$ cat src/rtl/sd_multi_sector_reader.sv
// ---------------------------------------------------------------------------
// sd_multi_sector_reader
//
// Sequencer between an sd_controller and user logic. On a start request it
// reads NUM_SECTORS consecutive sectors beginning at base_addr, streams every
// received byte out with its byte/sector index, keeps a running 16-bit
// checksum of the run, aborts to an error state when the controller stalls
// for TIMEOUT_CYC cycles, and mirrors progress on five board LEDs.
//
// Parameters
//   SECTOR_BYTES  bytes per sector; byte_idx wraps at this value
//   NUM_SECTORS   sectors per run (>= 1)
//   BLOCK_ADDR    1: address step 1 (block addressing), 0: step SECTOR_BYTES
//   TIMEOUT_CYC   idle cycles tolerated while waiting for ready or a byte
//
// Ports
//   clk              in   system clock
//   reset            in   synchronous, active-high reset
//   start            in   one-cycle run request (accepted in IDLE/DONE/ERR)
//   base_addr        in   first sector address, latched on an accepted start
//   ctrl_ready       in   controller ready
//   ctrl_byte_avail  in   controller byte-available level
//   ctrl_dout        in   controller data byte
//   ctrl_rd          out  one-cycle read request to the controller
//   ctrl_address     out  sector address for the current read
//   byte_out         out  received byte
//   byte_valid       out  one-cycle strobe qualifying byte_out
//   byte_idx         out  byte position within the current sector
//   sector_idx       out  sector position within the run
//   checksum         out  sum of all accepted bytes of the run, mod 2^16
//   busy             out  run in progress
//   done             out  run finished successfully (held until next start)
//   error            out  run aborted by timeout (held until next start)
//   led              out  {error, done, busy, sector_idx[1:0]}
// ---------------------------------------------------------------------------
module sd_multi_sector_reader #(
  parameter int SECTOR_BYTES = 512,
  parameter int NUM_SECTORS  = 4,
  parameter int BLOCK_ADDR   = 1,
  parameter int TIMEOUT_CYC  = 2500000
) (
  input  logic                               clk,
  input  logic                               reset,
  input  logic                               start,
  input  logic [31:0]                        base_addr,
  input  logic                               ctrl_ready,
  input  logic                               ctrl_byte_avail,
  input  logic [7:0]                         ctrl_dout,
  output logic                               ctrl_rd,
  output logic [31:0]                        ctrl_address,
  output logic [7:0]                         byte_out,
  output logic                               byte_valid,
  output logic [$clog2(SECTOR_BYTES)-1:0]    byte_idx,
  output logic [$clog2(NUM_SECTORS+1)-1:0]   sector_idx,
  output logic [15:0]                        checksum,
  output logic                               busy,
  output logic                               done,
  output logic                               error,
  output logic [4:0]                         led
);

  localparam int BW = $clog2(SECTOR_BYTES);
  localparam int SW = $clog2(NUM_SECTORS + 1);
  localparam int TW = $clog2(TIMEOUT_CYC + 1);

  localparam logic [BW-1:0] LAST_BYTE   = BW'(SECTOR_BYTES - 1);
  localparam logic [BW-1:0] BYTE_ONE    = BW'(1);
  localparam logic [SW-1:0] LAST_SECTOR = SW'(NUM_SECTORS - 1);
  localparam logic [SW-1:0] SECTOR_ONE  = SW'(1);
  localparam logic [TW-1:0] TMO_LAST    = TW'(TIMEOUT_CYC - 1);
  localparam logic [TW-1:0] TMO_ONE     = TW'(1);
  localparam logic [31:0]   ADDR_STEP   = (BLOCK_ADDR != 0) ? 32'd1 : 32'(SECTOR_BYTES);

  typedef enum logic [2:0] {
    S_IDLE     = 3'd0,
    S_WAIT_RDY = 3'd1,
    S_ISSUE    = 3'd2,
    S_RECV     = 3'd3,
    S_NEXT     = 3'd4,
    S_DONE     = 3'd5,
    S_ERR      = 3'd6
  } state_t;

  state_t          state_r;
  state_t          state_nxt_s;
  logic            avail_q_r;
  logic [TW-1:0]   tmo_cnt_r;
  logic            accept_s;
  logic            last_byte_s;
  logic            start_ok_s;
  logic            tmo_count_s;
  logic            tmo_hit_s;
  logic            busy_nxt_s;
  logic            done_nxt_s;
  logic            error_nxt_s;
  logic            rd_nxt_s;
  logic [1:0]      sector_led_s;

  // A byte is taken only on a rising edge of byte_avail and only while receiving.
  assign accept_s    = (state_r == S_RECV) && ctrl_byte_avail && !avail_q_r;
  assign last_byte_s = accept_s && (byte_idx == LAST_BYTE);
  assign start_ok_s  = start && ((state_r == S_IDLE) || (state_r == S_DONE) || (state_r == S_ERR));
  // An edge in the timeout cycle counts as progress, so it cancels the timeout.
  assign tmo_count_s = ((state_r == S_WAIT_RDY) && !ctrl_ready) ||
                       ((state_r == S_RECV) && !accept_s);
  assign tmo_hit_s   = tmo_count_s && (tmo_cnt_r == TMO_LAST);

  // FSM state register.
  always_ff @(posedge clk) begin
    if (reset) begin
      state_r <= S_IDLE;
    end else begin
      state_r <= state_nxt_s;
    end
  end

  // FSM next-state logic.
  always_comb begin
    state_nxt_s = state_r;
    case (state_r)
      S_IDLE, S_DONE, S_ERR: begin
        if (start) state_nxt_s = S_WAIT_RDY;
        else       state_nxt_s = state_r;
      end
      S_WAIT_RDY: begin
        if (ctrl_ready)     state_nxt_s = S_ISSUE;
        else if (tmo_hit_s) state_nxt_s = S_ERR;
        else                state_nxt_s = S_WAIT_RDY;
      end
      S_ISSUE: state_nxt_s = S_RECV;
      S_RECV: begin
        if (last_byte_s)    state_nxt_s = S_NEXT;
        else if (tmo_hit_s) state_nxt_s = S_ERR;
        else                state_nxt_s = S_RECV;
      end
      S_NEXT: begin
        if (sector_idx == LAST_SECTOR) state_nxt_s = S_DONE;
        else                           state_nxt_s = S_WAIT_RDY;
      end
      default: state_nxt_s = S_IDLE;
    endcase
  end

  // FSM output decode, taken from the next state so the flags can be registered.
  always_comb begin
    busy_nxt_s  = 1'b0;
    done_nxt_s  = 1'b0;
    error_nxt_s = 1'b0;
    rd_nxt_s    = 1'b0;
    case (state_nxt_s)
      S_WAIT_RDY: busy_nxt_s = 1'b1;
      S_ISSUE: begin
        busy_nxt_s = 1'b1;
        rd_nxt_s   = 1'b1;
      end
      S_RECV:  busy_nxt_s  = 1'b1;
      S_NEXT:  busy_nxt_s  = 1'b1;
      S_DONE:  done_nxt_s  = 1'b1;
      S_ERR:   error_nxt_s = 1'b1;
      default: busy_nxt_s  = 1'b0;
    endcase
  end

  // Registered status flags and controller read strobe.
  always_ff @(posedge clk) begin
    if (reset) begin
      busy    <= 1'b0;
      done    <= 1'b0;
      error   <= 1'b0;
      ctrl_rd <= 1'b0;
    end else begin
      busy    <= busy_nxt_s;
      done    <= done_nxt_s;
      error   <= error_nxt_s;
      ctrl_rd <= rd_nxt_s;
    end
  end

  // Byte-available edge detector and the outgoing byte stream.
  always_ff @(posedge clk) begin
    if (reset) begin
      avail_q_r  <= 1'b0;
      byte_out   <= 8'd0;
      byte_valid <= 1'b0;
    end else begin
      avail_q_r  <= ctrl_byte_avail;
      byte_valid <= accept_s;
      if (accept_s) begin
        byte_out <= ctrl_dout;
      end
    end
  end

  // Run bookkeeping: byte/sector indices, checksum and sector address.
  always_ff @(posedge clk) begin
    if (reset) begin
      byte_idx     <= '0;
      sector_idx   <= '0;
      checksum     <= 16'd0;
      ctrl_address <= 32'd0;
    end else if (start_ok_s) begin
      byte_idx     <= '0;
      sector_idx   <= '0;
      checksum     <= 16'd0;
      ctrl_address <= base_addr;
    end else begin
      if (accept_s) begin
        checksum <= checksum + {8'd0, ctrl_dout};
        if (last_byte_s) byte_idx <= '0;
        else             byte_idx <= byte_idx + BYTE_ONE;
      end
      // Address only moves in NEXT, so it is stable from WAIT_RDY through RECV.
      if (state_r == S_NEXT) begin
        sector_idx   <= sector_idx + SECTOR_ONE;
        ctrl_address <= ctrl_address + ADDR_STEP;
      end
    end
  end

  // Idle-cycle counter; any cycle that is not a stall (or the hit itself) clears it.
  always_ff @(posedge clk) begin
    if (reset) begin
      tmo_cnt_r <= '0;
    end else if (tmo_count_s && !tmo_hit_s) begin
      tmo_cnt_r <= tmo_cnt_r + TMO_ONE;
    end else begin
      tmo_cnt_r <= '0;
    end
  end

  // Low LED pair shows the sector index, zero-extended when the index is 1 bit wide.
  always_comb begin
    sector_led_s = 2'(sector_idx);
  end

  assign led = {error, done, busy, sector_led_s};

endmodule

$ cat config.mk
export PLATFORM = sky130hd
export DESIGN_NAME = sd_multi_sector_reader
export DESIGN_NICKNAME = d
export VERILOG_FILES = /design/src/rtl/sd_multi_sector_reader.sv
export SDC_FILE = /design/constraint.sdc
export NUM_CORES = 1
export LEC_CHECK = 0
export CORE_MARGIN = 5
export CORE_UTILIZATION = 35
export CTS_BUF_LIST = sky130_fd_sc_hd__clkbuf_16
export DETAILED_ROUTE_END_ITERATION = 7
export GPL_TIMING_DRIVEN = 0
export PLACE_DENSITY = 0.68
export SYNTH_ARGS = -nofsm -noshare
export SYNTH_HDL_FRONTEND = slang
export SYNTH_SLANG_ARGS = --single-unit
$ cat constraint.sdc
create_clock -name clk -period 4 [get_ports clk]
set_input_delay 0.8 -clock clk [delete_from_list [all_inputs] [get_ports clk]]
set_output_delay 0.8 -clock clk [all_outputs]
set_load 0.01 [all_outputs]
== After elaboration in Yosys (flattened, before gate mapping) ==
Cells that the tools add are included.
W data, S select, Z words.

* Register bits: 99
* Input bits: 45
* Output and inout port bits: 78
* Logic and storage cells: 69

* Add/subtract/negate cells: 5
* Equality and inequality tests: 15
* Multiplexer cells: 14
* Bitwise logic cells: 1
* Reduce and logical (&&, ||, !) cells: 21

{| class="wikitable"
|+ Operator list
! kind !! number
|-
| $mux W32 || 2
|-
| $add A32 B1 Y32 const B || 1
|-
| $add A22 B1 Y22 const B || 1
|-
| $eq A22 B22 Y1 const B || 1
|-
| $eq A3 B3 Y1 const B || 6
|-
| $mux W3 || 6
|-
| $add A16 B8 Y16 || 1
|-
| $eq A3 B2 Y1 const B || 5
|-
| $pmux W3 S5 || 1
|-
| $add A9 B1 Y9 const B || 1
|-
| $eq A9 B9 Y1 const B || 1
|-
| $mux W9 || 1
|-
| $logic_and A1 B1 Y1 || 8
|-
| $eq A3 B1 Y1 const B || 2
|-
| $logic_not A1 Y1 || 4
|-
| $mux W1 || 4
|-
| $reduce_or A2 Y1 || 2
|-
| $reduce_or A4 Y1 || 1
|-
| $add A3 B1 Y3 const B || 1
|-
| $logic_not A3 Y1 || 1
|-
| $logic_or A1 B1 Y1 || 3
|-
| $reduce_or A3 Y1 || 1
|-
| $reduce_bool A2 Y1 || 1
|-
| $not A1 Y1 || 1
|}

== Logic depth before layout (Yosys ltp) ==
* Depth after elaboration: 13
* Depth in mapped cells: 9
* Depth with buffers taken out: 9

== Least setup slack after synthesis ==
No wires, ideal clock.

* Path type: input to register
* From: in ctrl_dout[0]
* To: reg checksum[14]
* Library setup time: 60 ps
* Arrival: 2456 ps
* Data required time: 3940 ps
* Path slack: 1484 ps
* Cell stages on the path: 8
* Buffers on the path: 0
* Path through: ha_1 inv_1 fa_1 nor2b_1 o2111ai_1 a31o_2 or4_1 nand2_1

* Cells in the longest elaborated chain, start to end: 1

{| class="wikitable"
|+ Ends and longest elaborated chain
! item !! RTL line !! text
|-
| start: declaration || 48 || <nowiki>input logic [7:0] ctrl_dout,</nowiki>
|-
| $add A16 B8 Y16 || 208 || <nowiki>checksum <= checksum + {8'd0, ctrl_dout};</nowiki>
|-
| end signal: assignment || 208 ||
|-
| end: declaration || 55 || <nowiki>output logic [15:0] checksum,</nowiki>
|}

Every way passes these cells.
A chain may end at the register's enable or synchronous reset.

== Worst setup path after layout ==
Ends and elaborated chain as after synthesis.

==> results by group <==
Status
  – Status: finished, final reports clean

Layout
  – Most frequent cells in the layout: clkdlybuf4s50_1, dfxtp_1, nand2_1
  – Non-filler cells, final: 956
  – # fillers: 1,436
  – Total Nets Final: 823
  – Most common library cell in the layout ignoring fill and taps: clkdlybuf4s50_1
  – Area added between synthesis and finish: 33.5%
  – Register area: 1980 µm²
  – Area of the multi-input gates: 3090 µm²
  – Diode count: 0
  – Layout cell share with drive strength beyond 1: 6.12%

Clock network
  – CTS Buf Count: 9
  – Skew-Pair Late Insertion Delay: 0.36 ns
  – Clock Sinks: 99
  – Clock-pin slew on the worst setup and hold paths: 0.07 ns
  – CTS tree: done
  – Post CTS Setup Buffer Count: 0
  – H-tree level count: 3
  – Clock Path Buffers: 2
  – CTS Hold Bufs: 0
  – Post-CTS Resized: 0
  – Root buf cell: clkbuf_16

Route
  – DRT Wirelength: 14,700 µm
  – Router iterations before antenna repair: 5
  – Iter 0 DRT Violations: 290
  – Via count: 4,981
  – Avg Vias per Cell: 5.21
  – Antenna viol nets, final: 0
  – Wire length per cell: 15.4 µm
  – DRC: 0

Hold path
  – HP Class: reg2reg
  – Hold path cells: 2
  – Hold Path Origin: byte_out[2]
  – Worst Hold End: byte_out[2]

Timing
  – Hold Slack: 0.458 ns
  – Final Hold Vio Count: 0
  – Final Critical Period: 2.88 ns
  – Ratio of final minimum period to clock period: 71.9%
  – Worst Max-Slew Pin Slew: 0.791 ns
  – Max Freq: 348 MHz
  – Max_slew headroom: 46.8%
  – Final Skew: 0.0114 ns
  – Final Max Slew Viols: 0
  – Setup_tns: 0 ns
  – RSZ-0062 raised after global routing: no
  – Setup violators final: 0

Place
  – Dpl hpwl: 11,000 µm
  – Routability cong.: 0.830
  – # port buffers: 122
  – Cells after DPL: 940

Synthesis
  – Post-Synthesis Cell Area: 5300 µm²
  – Yosys cell types: 60
  – Syn Area/Cell: 8.41 µm²
  – Warnings from Yosys: 0
  – Main flop type after synthesis: dfxtp_1
  – Cells after Synth: 630
  – Dominant cells by area after synthesis: dfxtp_1, nand2_1, nor2_1
  – Synth area leader: dfxtp_1
  – #FFs+latches synth: 99
  – Post-synth EDFFs: 0
  – Syn nets: 690
  – Top-area cell type share of the netlist area: 37.4%
  – Register area share after synthesis: 37.4%
  – Asr flop ratio synth: 0%

Power
  – Comb power frac: 13.3%
  – Worst VDD drop: 0.286 mV
  – Pwr Density: 327 nW/µm²
  – NetSw: 0.587 mW
  – Int Power: 1.73 mW
  – Clk pwr share: 40.7%
  – Flop pwr share: 46.0%
  – Switching Fraction: 25.4%
  – Pleak: 2.31 nW
  – Design Power: 2.31 mW

Setup path
  – Worst r2r path cells: 7
  – Critical Path RT: 4.30 ns
  – FF-to-FF Start: state_r[1]
  – Reg-to-reg slack, setup: 1.50 ns
  – Reg-to-reg endpoint: byte_out[7]
  – CP endpoint kind: flop
  – Critical Path AT: 3.17 ns
  – Crit Path Class: in2reg
  – Startpoint types: primary input
  – CP max FO: 8

Global routing
  – Initial antenna violation count: 0
  – First-pass GRT wire length: 23,800 µm
  – Vias in the first global route: 4,599
  – GRT Total Usage: 16.4%
  – Largest net degree at the start of global routing: 17
  – Remaining Overflow, GRT: 0

Floorplanning
  – Die area: 17,700 µm²
  – Core area: 15,000 µm²
  – Row count: 45
  – Initial Utilization: 35.2%
  – IO Pins: 123
  – Die span in x: 133 µm
  – Die Height: 133 µm

Run
  – Max Cap Violations: 0
-- sequential cells by signal, indices dropped and copies added, names as in the netlist --
signal and flops:
avail_q_r 1, busy 1, byte_idx 9, byte_out 8, byte_valid 1, checksum 16, ctrl_address 32, ctrl_rd 1
done 1, error 1, sector_idx 3, state_r 3, tmo_cnt_r 22
-- worst max-delay path: stages --
cell and delay, ns:
clkdlybuf4s50_1 0.49, ha_1 0.20, inv_1 0.07, fa_1 0.37
nor2b_1 0.22, o2111ai_1 0.18, a31o_2 0.29, or4_1 0.47
nand2_1 0.07
-- cells by family (layout without fill, tap and decap cells) --
logic type / after synthesis / in the layout / synth area share, %
xor+xnor: 53 / 53 / 8.76
compound gates: 95 / 95 / 12.8
fa+ha+maj: 15 / 15 / 3.69
flops: 99 / 99 / 37.4
mux: 7 / 7 / 1.32
buf+inv: 52 / 190 / 4.20
simple gates: 309 / 309 / 31.8
-- stage by stage --
stage / util, % / setup WS, ns / instance area, µm²
after CTS: 47.0 / 1.13 / 7070
after detailed placement: 44.9 / 0.770 / 6750
final: 47.0 / 1.12 / 7070
after global placement: 44.9 / 0.756 / 6750
after global routing: 47.0 / 1.02 / 7070
after floorplan: - / 1.48 / 5300
-- power groups by stage --
stage                     sequential, mW  combinational [mW]  clock, mW
final                               1.06               0.309      0.941
after global routing                1.07               0.336       1.01
after CTS                           1.06               0.311      0.962
after detailed placement            1.09               0.310          0
after global placement              1.09               0.308          0
after floorplan                     1.09               0.140          0
-- metal layers --
metal	wire (µm)	up-vias	global-route usage (%)
met5	0	-	0
met4	193	0	4.45
met3	757	15	4.56
met2	7070	104	27.3
met1	6700	2326	20.8
li1	-	2536	-
-- how the worst max path moves through the flow --
| stage | startpoint | endpoint | slack, ns | cells after the start |
|---|---|---|---|---|
| after floorplan | ctrl_dout[0] | checksum[14] | 1.48 | 8 |
| after global placement | ctrl_dout[0] | checksum[14] | 0.76 | 9 |
| after detailed placement | ctrl_dout[0] | checksum[14] | 0.77 | 9 |
| after CTS | ctrl_dout[0] | checksum[14] | 1.13 | 9 |
| after global routing | ctrl_dout[0] | checksum[14] | 1.02 | 9 |
| final | ctrl_dout[0] | checksum[14] | 1.12 | 9 |
-- area by class of cell --
cell class              instances  share of cell area [%]
plain buffers                  39                    2.46
clock buffers                   9                    3.19
clock inverters                 7                    1.31
inverters                      13                   0.690
multi-input cells             479                    43.7
flip-flops and latches         99                    28.0
well taps                     188                    3.33
repair buffers                122                    17.3
-- cells in the mapped netlist (all sizes together) (14+ instances only) --
library cell and count:
xnor2 27, o21ai 14, clkbuf 31, xor2 26, nand3 32, ha 14, a21oi 23, nor4 17
nand4 21, a211oi 24, nand2 74, dfxtp 99, nor2 73
(Power assumes the default switching activity.)
